`src/rtl/led_sbox_layer_seq.sv`:
```
// Sequencer for one masked LED S-box layer.
// A 3-share 64-bit state is issued one byte per cycle into an external
// 3-share S-box pipeline. The returned bytes are collected into per-share
// staging registers and published on out1..3 together with a one-cycle done.
// Each share has its own datapath. No logic in this block combines two shares.
module led_sbox_layer_seq #(
    parameter int LATENCY = 3,  // S-box pipeline depth, 1..7
    parameter int NBYTES  = 8   // bytes per LED-64 state
) (
    input  logic                  clk,
    input  logic                  rst,
    input  logic                  start,
    input  logic [8*NBYTES-1:0]   in1,
    input  logic [8*NBYTES-1:0]   in2,
    input  logic [8*NBYTES-1:0]   in3,
    output logic                  busy,
    output logic                  done,
    output logic [8*NBYTES-1:0]   out1,
    output logic [8*NBYTES-1:0]   out2,
    output logic [8*NBYTES-1:0]   out3,
    output logic [7:0]            sb_in1,
    output logic [7:0]            sb_in2,
    output logic [7:0]            sb_in3,
    output logic                  sb_en,
    input  logic [7:0]            sb_out1,
    input  logic [7:0]            sb_out2,
    input  logic [7:0]            sb_out3
);

    localparam int W   = 8 * NBYTES;
    localparam int NSH = 3;
    localparam logic [2:0] LAST_BYTE = 3'(NBYTES - 1);

    typedef enum logic [1:0] {
        S_IDLE  = 2'd0,
        S_RUN   = 2'd1,
        S_DRAIN = 2'd2,
        S_DONE  = 2'd3
    } state_t;

    state_t state_q, state_d;

    // Issue counter (byte being sent) and capture counter (bytes received).
    logic [2:0] ic_q, ic_d;
    logic [2:0] cc_q, cc_d;

    // Delay line that tracks which pipeline slots hold real bytes.
    logic [LATENCY-1:0]   dl_vld_q, dl_vld_d;
    logic [3*LATENCY-1:0] dl_idx_q, dl_idx_d;

    // Shares flattened so each share lane can take its own slice.
    logic [NSH*W-1:0] in_flat;
    logic [NSH*W-1:0] out_flat;
    logic [NSH*8-1:0] sb_in_flat;
    logic [NSH*8-1:0] sb_out_flat;

    logic       accept;
    logic       run;
    logic       drain;
    logic       cap_vld;
    logic [2:0] cap_idx;
    logic       cap_last;

    assign in_flat     = {in3, in2, in1};
    assign sb_out_flat = {sb_out3, sb_out2, sb_out1};

    assign out1   = out_flat[0*W +: W];
    assign out2   = out_flat[1*W +: W];
    assign out3   = out_flat[2*W +: W];
    assign sb_in1 = sb_in_flat[0*8 +: 8];
    assign sb_in2 = sb_in_flat[1*8 +: 8];
    assign sb_in3 = sb_in_flat[2*8 +: 8];

    assign accept = (state_q == S_IDLE) && start;
    assign run    = (state_q == S_RUN);
    assign drain  = (state_q == S_DRAIN);

    // A byte returning from the pipeline is only meaningful while a layer runs;
    // the index travels with it so each byte lands in the slot it came from.
    assign cap_vld  = dl_vld_q[LATENCY-1] && (run || drain);
    assign cap_idx  = dl_idx_q[3*(LATENCY-1) +: 3];
    assign cap_last = cap_vld && (cc_q == LAST_BYTE);

    // State register
    always_ff @(posedge clk) begin
        if (rst) begin
            state_q <= S_IDLE;
        end else begin
            state_q <= state_d;
        end
    end

    // Next-state logic: issue 8 bytes, wait for the 8th result, publish for one cycle
    always_comb begin
        state_d = state_q;
        case (state_q)
            S_IDLE:  if (start) state_d = S_RUN;
            S_RUN:   if (ic_q == LAST_BYTE) state_d = S_DRAIN;
            S_DRAIN: if (cap_last) state_d = S_DONE;
            S_DONE:  state_d = S_IDLE;
            default: state_d = S_IDLE;
        endcase
    end

    // Status outputs decoded from the state; the pipeline runs through RUN and DRAIN
    always_comb begin
        busy  = (state_q != S_IDLE);
        done  = (state_q == S_DONE);
        sb_en = (state_q == S_RUN) || (state_q == S_DRAIN);
    end

    // Counter next values: cleared on accept, ic advances per issued byte,
    // cc per captured byte (both 3 bits, wrapping is harmless)
    always_comb begin
        ic_d = ic_q;
        cc_d = cc_q;
        if (accept) begin
            ic_d = 3'd0;
            cc_d = 3'd0;
        end else begin
            if (run) begin
                ic_d = ic_q + 3'd1;
            end
            if (cap_vld) begin
                cc_d = cc_q + 3'd1;
            end
        end
    end

    // Counter registers
    always_ff @(posedge clk) begin
        if (rst) begin
            ic_q <= 3'd0;
            cc_q <= 3'd0;
        end else begin
            ic_q <= ic_d;
            cc_q <= cc_d;
        end
    end

    // Delay line shifts every cycle; a slot is valid only if it was issued in RUN.
    // When sb_en drops the layer is complete, so shifting unconditionally is safe.
    always_comb begin
        dl_vld_d        = dl_vld_q;
        dl_idx_d        = dl_idx_q;
        dl_vld_d[0]     = run;
        dl_idx_d[0 +: 3] = ic_q;
        for (int i = 1; i < LATENCY; i++) begin
            dl_vld_d[i]         = dl_vld_q[i-1];
            dl_idx_d[3*i +: 3]  = dl_idx_q[3*(i-1) +: 3];
        end
    end

    // Delay line registers; clearing them on reset drops any in-flight results
    always_ff @(posedge clk) begin
        if (rst) begin
            dl_vld_q <= '0;
            dl_idx_q <= '0;
        end else begin
            dl_vld_q <= dl_vld_d;
            dl_idx_q <= dl_idx_d;
        end
    end

    // One independent lane per share: input latch, byte mux, staging, result
    for (genvar gi = 0; gi < NSH; gi++) begin : g_share
        logic [W-1:0] sh_q, sh_d;
        logic [W-1:0] stg_q, stg_d;
        logic [W-1:0] res_q, res_d;
        logic [7:0]   byte_sel;

        // Share register: loaded only when a layer is accepted
        always_comb begin
            sh_d = sh_q;
            if (accept) begin
                sh_d = in_flat[gi*W +: W];
            end
        end

        // Byte sent to the pipeline; forced to zero outside RUN so nothing stale leaks
        always_comb begin
            byte_sel = 8'd0;
            if (run) begin
                byte_sel = sh_q[8*ic_q +: 8];
            end
        end

        // Staging register: returning byte written into its slot
        always_comb begin
            stg_d = stg_q;
            if (cap_vld) begin
                stg_d[8*cap_idx +: 8] = sb_out_flat[gi*8 +: 8];
            end
        end

        // Result register: takes the completed staging value as DONE is entered
        always_comb begin
            res_d = res_q;
            if (cap_last) begin
                res_d = stg_d;
            end
        end

        // Lane registers
        always_ff @(posedge clk) begin
            if (rst) begin
                sh_q  <= '0;
                stg_q <= '0;
                res_q <= '0;
            end else begin
                sh_q  <= sh_d;
                stg_q <= stg_d;
                res_q <= res_d;
            end
        end

        assign sb_in_flat[gi*8 +: 8] = byte_sel;
        assign out_flat[gi*W +: W]   = res_q;
    end

endmodule
```
`config.mk`:
```
export PLATFORM = sky130hd
export DESIGN_NAME = led_sbox_layer_seq
export DESIGN_NICKNAME = d
export VERILOG_FILES = /design/src/rtl/led_sbox_layer_seq.sv
export SDC_FILE = /design/constraint.sdc
export NUM_CORES = 1
export LEC_CHECK = 0
export ABC_AREA = 0
export BUFFER_PORTS_ARGS = -buffer_cell sky130_fd_sc_hd__buf_4
export CELL_PAD_IN_SITES_DETAIL_PLACEMENT = 0
export CELL_PAD_IN_SITES_GLOBAL_PLACEMENT = 1
export CORE_MARGIN = 2
export CORE_UTILIZATION = 44
export CTS_BUF_LIST = sky130_fd_sc_hd__clkbuf_8
export CTS_CLUSTER_DIAMETER = 120
export CTS_CLUSTER_SIZE = 25
export DETAILED_ROUTE_END_ITERATION = 8
export HOLD_SLACK_MARGIN = 0.08
export PLACE_DENSITY = 0.94
export SLEW_MARGIN = 20
export SYNTH_ARGS = -nofsm -noshare
export SYNTH_HDL_FRONTEND = slang
export SYNTH_SLANG_ARGS = --single-unit
```
`constraint.sdc`:
```
create_clock -name clk -period 2.84 [get_ports clk]
set_input_delay 0.142 -clock clk [delete_from_list [all_inputs] [get_ports clk]]
set_output_delay 0.142 -clock clk [all_outputs]
set_load 0.1 [all_outputs]
```
==> run metrics <==
run status finished, final reports clean; nets 3436; Critical-path top delay cell mux4_2; CORE AREA 55000 um^2; residual DRC count 0; syn nets 2973; Post-synth EDFFs 0; crit path from ic_q[0]$_SDFFE_PP0P_; Max Cap Viol 0; DP HPWL 52000 um; vias per cell 6.01; Sink Count 596; type of origin of the critical path flop; synthesized area about 24000 um^2; final setup TNS 0 ns; I/O Buffers 437; Max stage delay on crit path about 0.52 ns; Cell variety after synth 43; total power 17700 uW; largest net degree at the start of global routing 113; total die area 57500 um^2; most frequent cells in the layout dfxtp_1 (593), buf_4 (495), nand2_1 (388), a21oi_1 (314), dlygate4sd3_1 (218); WS Path Type reg2out; starting density of the core between 40% and 50%; Inserted Clock Buffers 27; Placer Congestion 0.863; pwr/cell area approximately 570 nW/um^2; Routed WL per cell 21.1 um; Most common cell on crit path buf_4; most common cell after layout, fill and taps aside dfxtp_1; drt initial violations 2607; Cell Rows 86; crit-path cells buf_4, buf_4, mux4_2, a22o_1, buf_4; CTS root buf clkbuf_8; drt total wl 83600 um; Final Hold Fails 0; Least-Margin Pin Slew 0.767 ns; R2R Setup Slk 0.25 ns; Clock Tree Buf Depth 3; Die Width 240 um; top_reg_cell synth dfxtp_1; total grt overflow 0; Post-synth ARST share 0%; Lkg Pwr around 0.012 uW; DRT antenna net count 0; final instance area 31200 um^2; CTS tree built; Reg-to-Reg Start dl_idx_q[7]$_SDFF_PP0_; CP endpoint kind output port; Clock Latency Late Sink ~0.7 ns; post-route minimum period 2.67 ns; Vias ~24000; Die Ht 240 um; period utilization 94.2%; Max Clk Rate ~370 MHz; crit-path leading delay family buffers and inverters; I/O pin total 438; Seq/Total Area, Yosys 48.8%; area delta synth->final 27.4%; dpl cell area between 20000 and 30000 um^2; Crit Path Max Fanout 7; Mapped Avg Cell Area 8.92 um^2; first-pass GRT wire length 128000 um; Clock Skew ~0.035 ns; CTS H-tree lvls 1; Buf/Inv on CP 3; Hold Worst Slack 0.252 ns; initial antenna violation count 5; Tot GR Track Use 27.7%; Final setup viols 0; slew margin rel. roughly half; peak supply drop 573 uV; synthesized flop and latch total a little under 600; CTS clk-pin slew, worst paths roughly 0.16 ns; First-pass DRT Iterations 6; Critical Path RT ~2.7 ns; fin. max-slew vios 0; layout cell share with drive strength beyond 1 19.8%; RSZ-0062 raised after global routing false; Worst Path Arrival 2.53 ns; vias in the first global route 22900; hold_sp in1[54]; worst hold path type in2reg; Synth warnings 0; Post-Syn Instances 2742
==> routing by layer <==
metal / GRT usage [%] / up-vias / routed length (um)
met3: 4.78 / 231 / 6890
li1: - / 10900 / -
met5: 0 / - / 0
met1: 34.9 / 11400 / 33100
met2: 46.3 / 1205 / 39700
met4: 12.6 / 0 / 3880
==> tightest hold or removal path: cells and delay by family <==
family | cells | cell delay (ns)
compound gates | 1 | 0.05
simple gates | 1 | 0.05
buf+inv | 2 | 0.66
==> power breakdown <==
group          leakage [uW]  switching (uW)  internal (uW)  total [uW]
clock network      0.000214            2510            960        3470
logic               0.00728            3150           1830        4980
registers           0.00483             304           8910        9210
total                0.0123            5960          11700       17700
==> cells by family after synthesis <==
kind of cell,count (synthesis),synth area share (%)
buffers and inverters,319,5.39
AO/OA/AOI/OAI,983,25.3
multiplexers,51,4.54
AND/OR/NAND/NOR,779,15.3
flip-flops,596,48.8
adder cells (fa/ha/maj),12,0.614
XOR/XNOR,2,0.0716
==> layout make-up <==
type,count,area (um^2)
clock buffers,27,372
clock inverters,2,33.8
diodes,5,12.5
inverters,6,22.5
fillers,4588,23800
well taps,748,936
multi-input cells,1827,11300
flip-flops and latches,596,11900
repair buffers,747,6560
==> state kept, by name, summed over array words and instances, names as in the netlist <==
register	cells
out1	64
g_share.stg_q	192
cc_q	3
g_share.sh_q	192
dl_vld_q	3
out2	64
out3	64
dl_idx_q	9
state_q	2
ic_q	3
==> synth_stat cells (2+ instances only) <==
| cell type | instances | share of area (%) |
|---|---|---|
| mux4_2 | 48 | 4.4 |
| and4b_1 | 2 | 0.082 |
| nand2b_1 | 5 | 0.13 |
| nand2_1 | 389 | 6.0 |
| o21ai_0 | 107 | 2.2 |
| a21oi_1 | 314 | 6.4 |
| nor2_1 | 35 | 0.54 |
| nor3_1 | 72 | 1.5 |
| o21ai_1 | 13 | 0.27 |
| buf_4 | 10 | 0.31 |
| or2_2 | 2 | 0.051 |
| nand4_1 | 4 | 0.10 |
| a311oi_1 | 77 | 2.8 |
| dfxtp_1 | 596 | 49 |
| nor2b_1 | 17 | 0.43 |
| a211oi_1 | 73 | 2.2 |
| nand3_1 | 117 | 2.4 |
| nor3b_1 | 24 | 0.74 |
| a31oi_1 | 187 | 4.8 |
| buf_2 | 66 | 1.4 |
| buf_1 | 16 | 0.25 |
| nand4b_1 | 2 | 0.072 |
| o21bai_1 | 187 | 5.7 |
| and3b_1 | 20 | 0.72 |
| nor3_2 | 3 | 0.12 |
| and4bb_2 | 3 | 0.15 |
| clkbuf_1 | 221 | 3.4 |
| and2_1 | 2 | 0.051 |
| nand4bb_1 | 3 | 0.14 |
| ha_1 | 12 | 0.61 |
| a22o_1 | 24 | 0.86 |
| mux2i_1 | 3 | 0.12 |
| nor4_1 | 73 | 1.9 |
| inv_1 | 6 | 0.092 |
==> timing repair <==
action	4_1_cts	5_1_grt
endpoints found under the hold margin	382	0
gates resized for setup	0	4
hold buffers	218	0
setup endpoints to repair	2	26
setup buffers	6	0
==> path summary, 6_finish.rpt <==
| kind | cells after the start | to |
|---|---|---|
| max | 5 | sb_in2[2] |
| min | 4 | g_share[0].sh_q[54]$_SDFFE_PP0P_ |
| max reg2reg | 7 | out3[19]$_SDFFE_PP0P_ |
| min reg2reg | 1 | dl_idx_q[7]$_SDFF_PP0_ |
==> through the flow <==
step / utilization (%) / instances / setup slack [ns]
after floorplan: - / 2742 / 0.201
after detailed placement: 51.8 / 3700 / 0.182
after global routing: 56.7 / 3958 / 0.0660
after global placement: 51.8 / 3700 / 0.277
final: 56.7 / 3958 / 0.166
after CTS: 56.6 / 3953 / 0.0261
No activity file was read; power rests on OpenSTA's default activity.
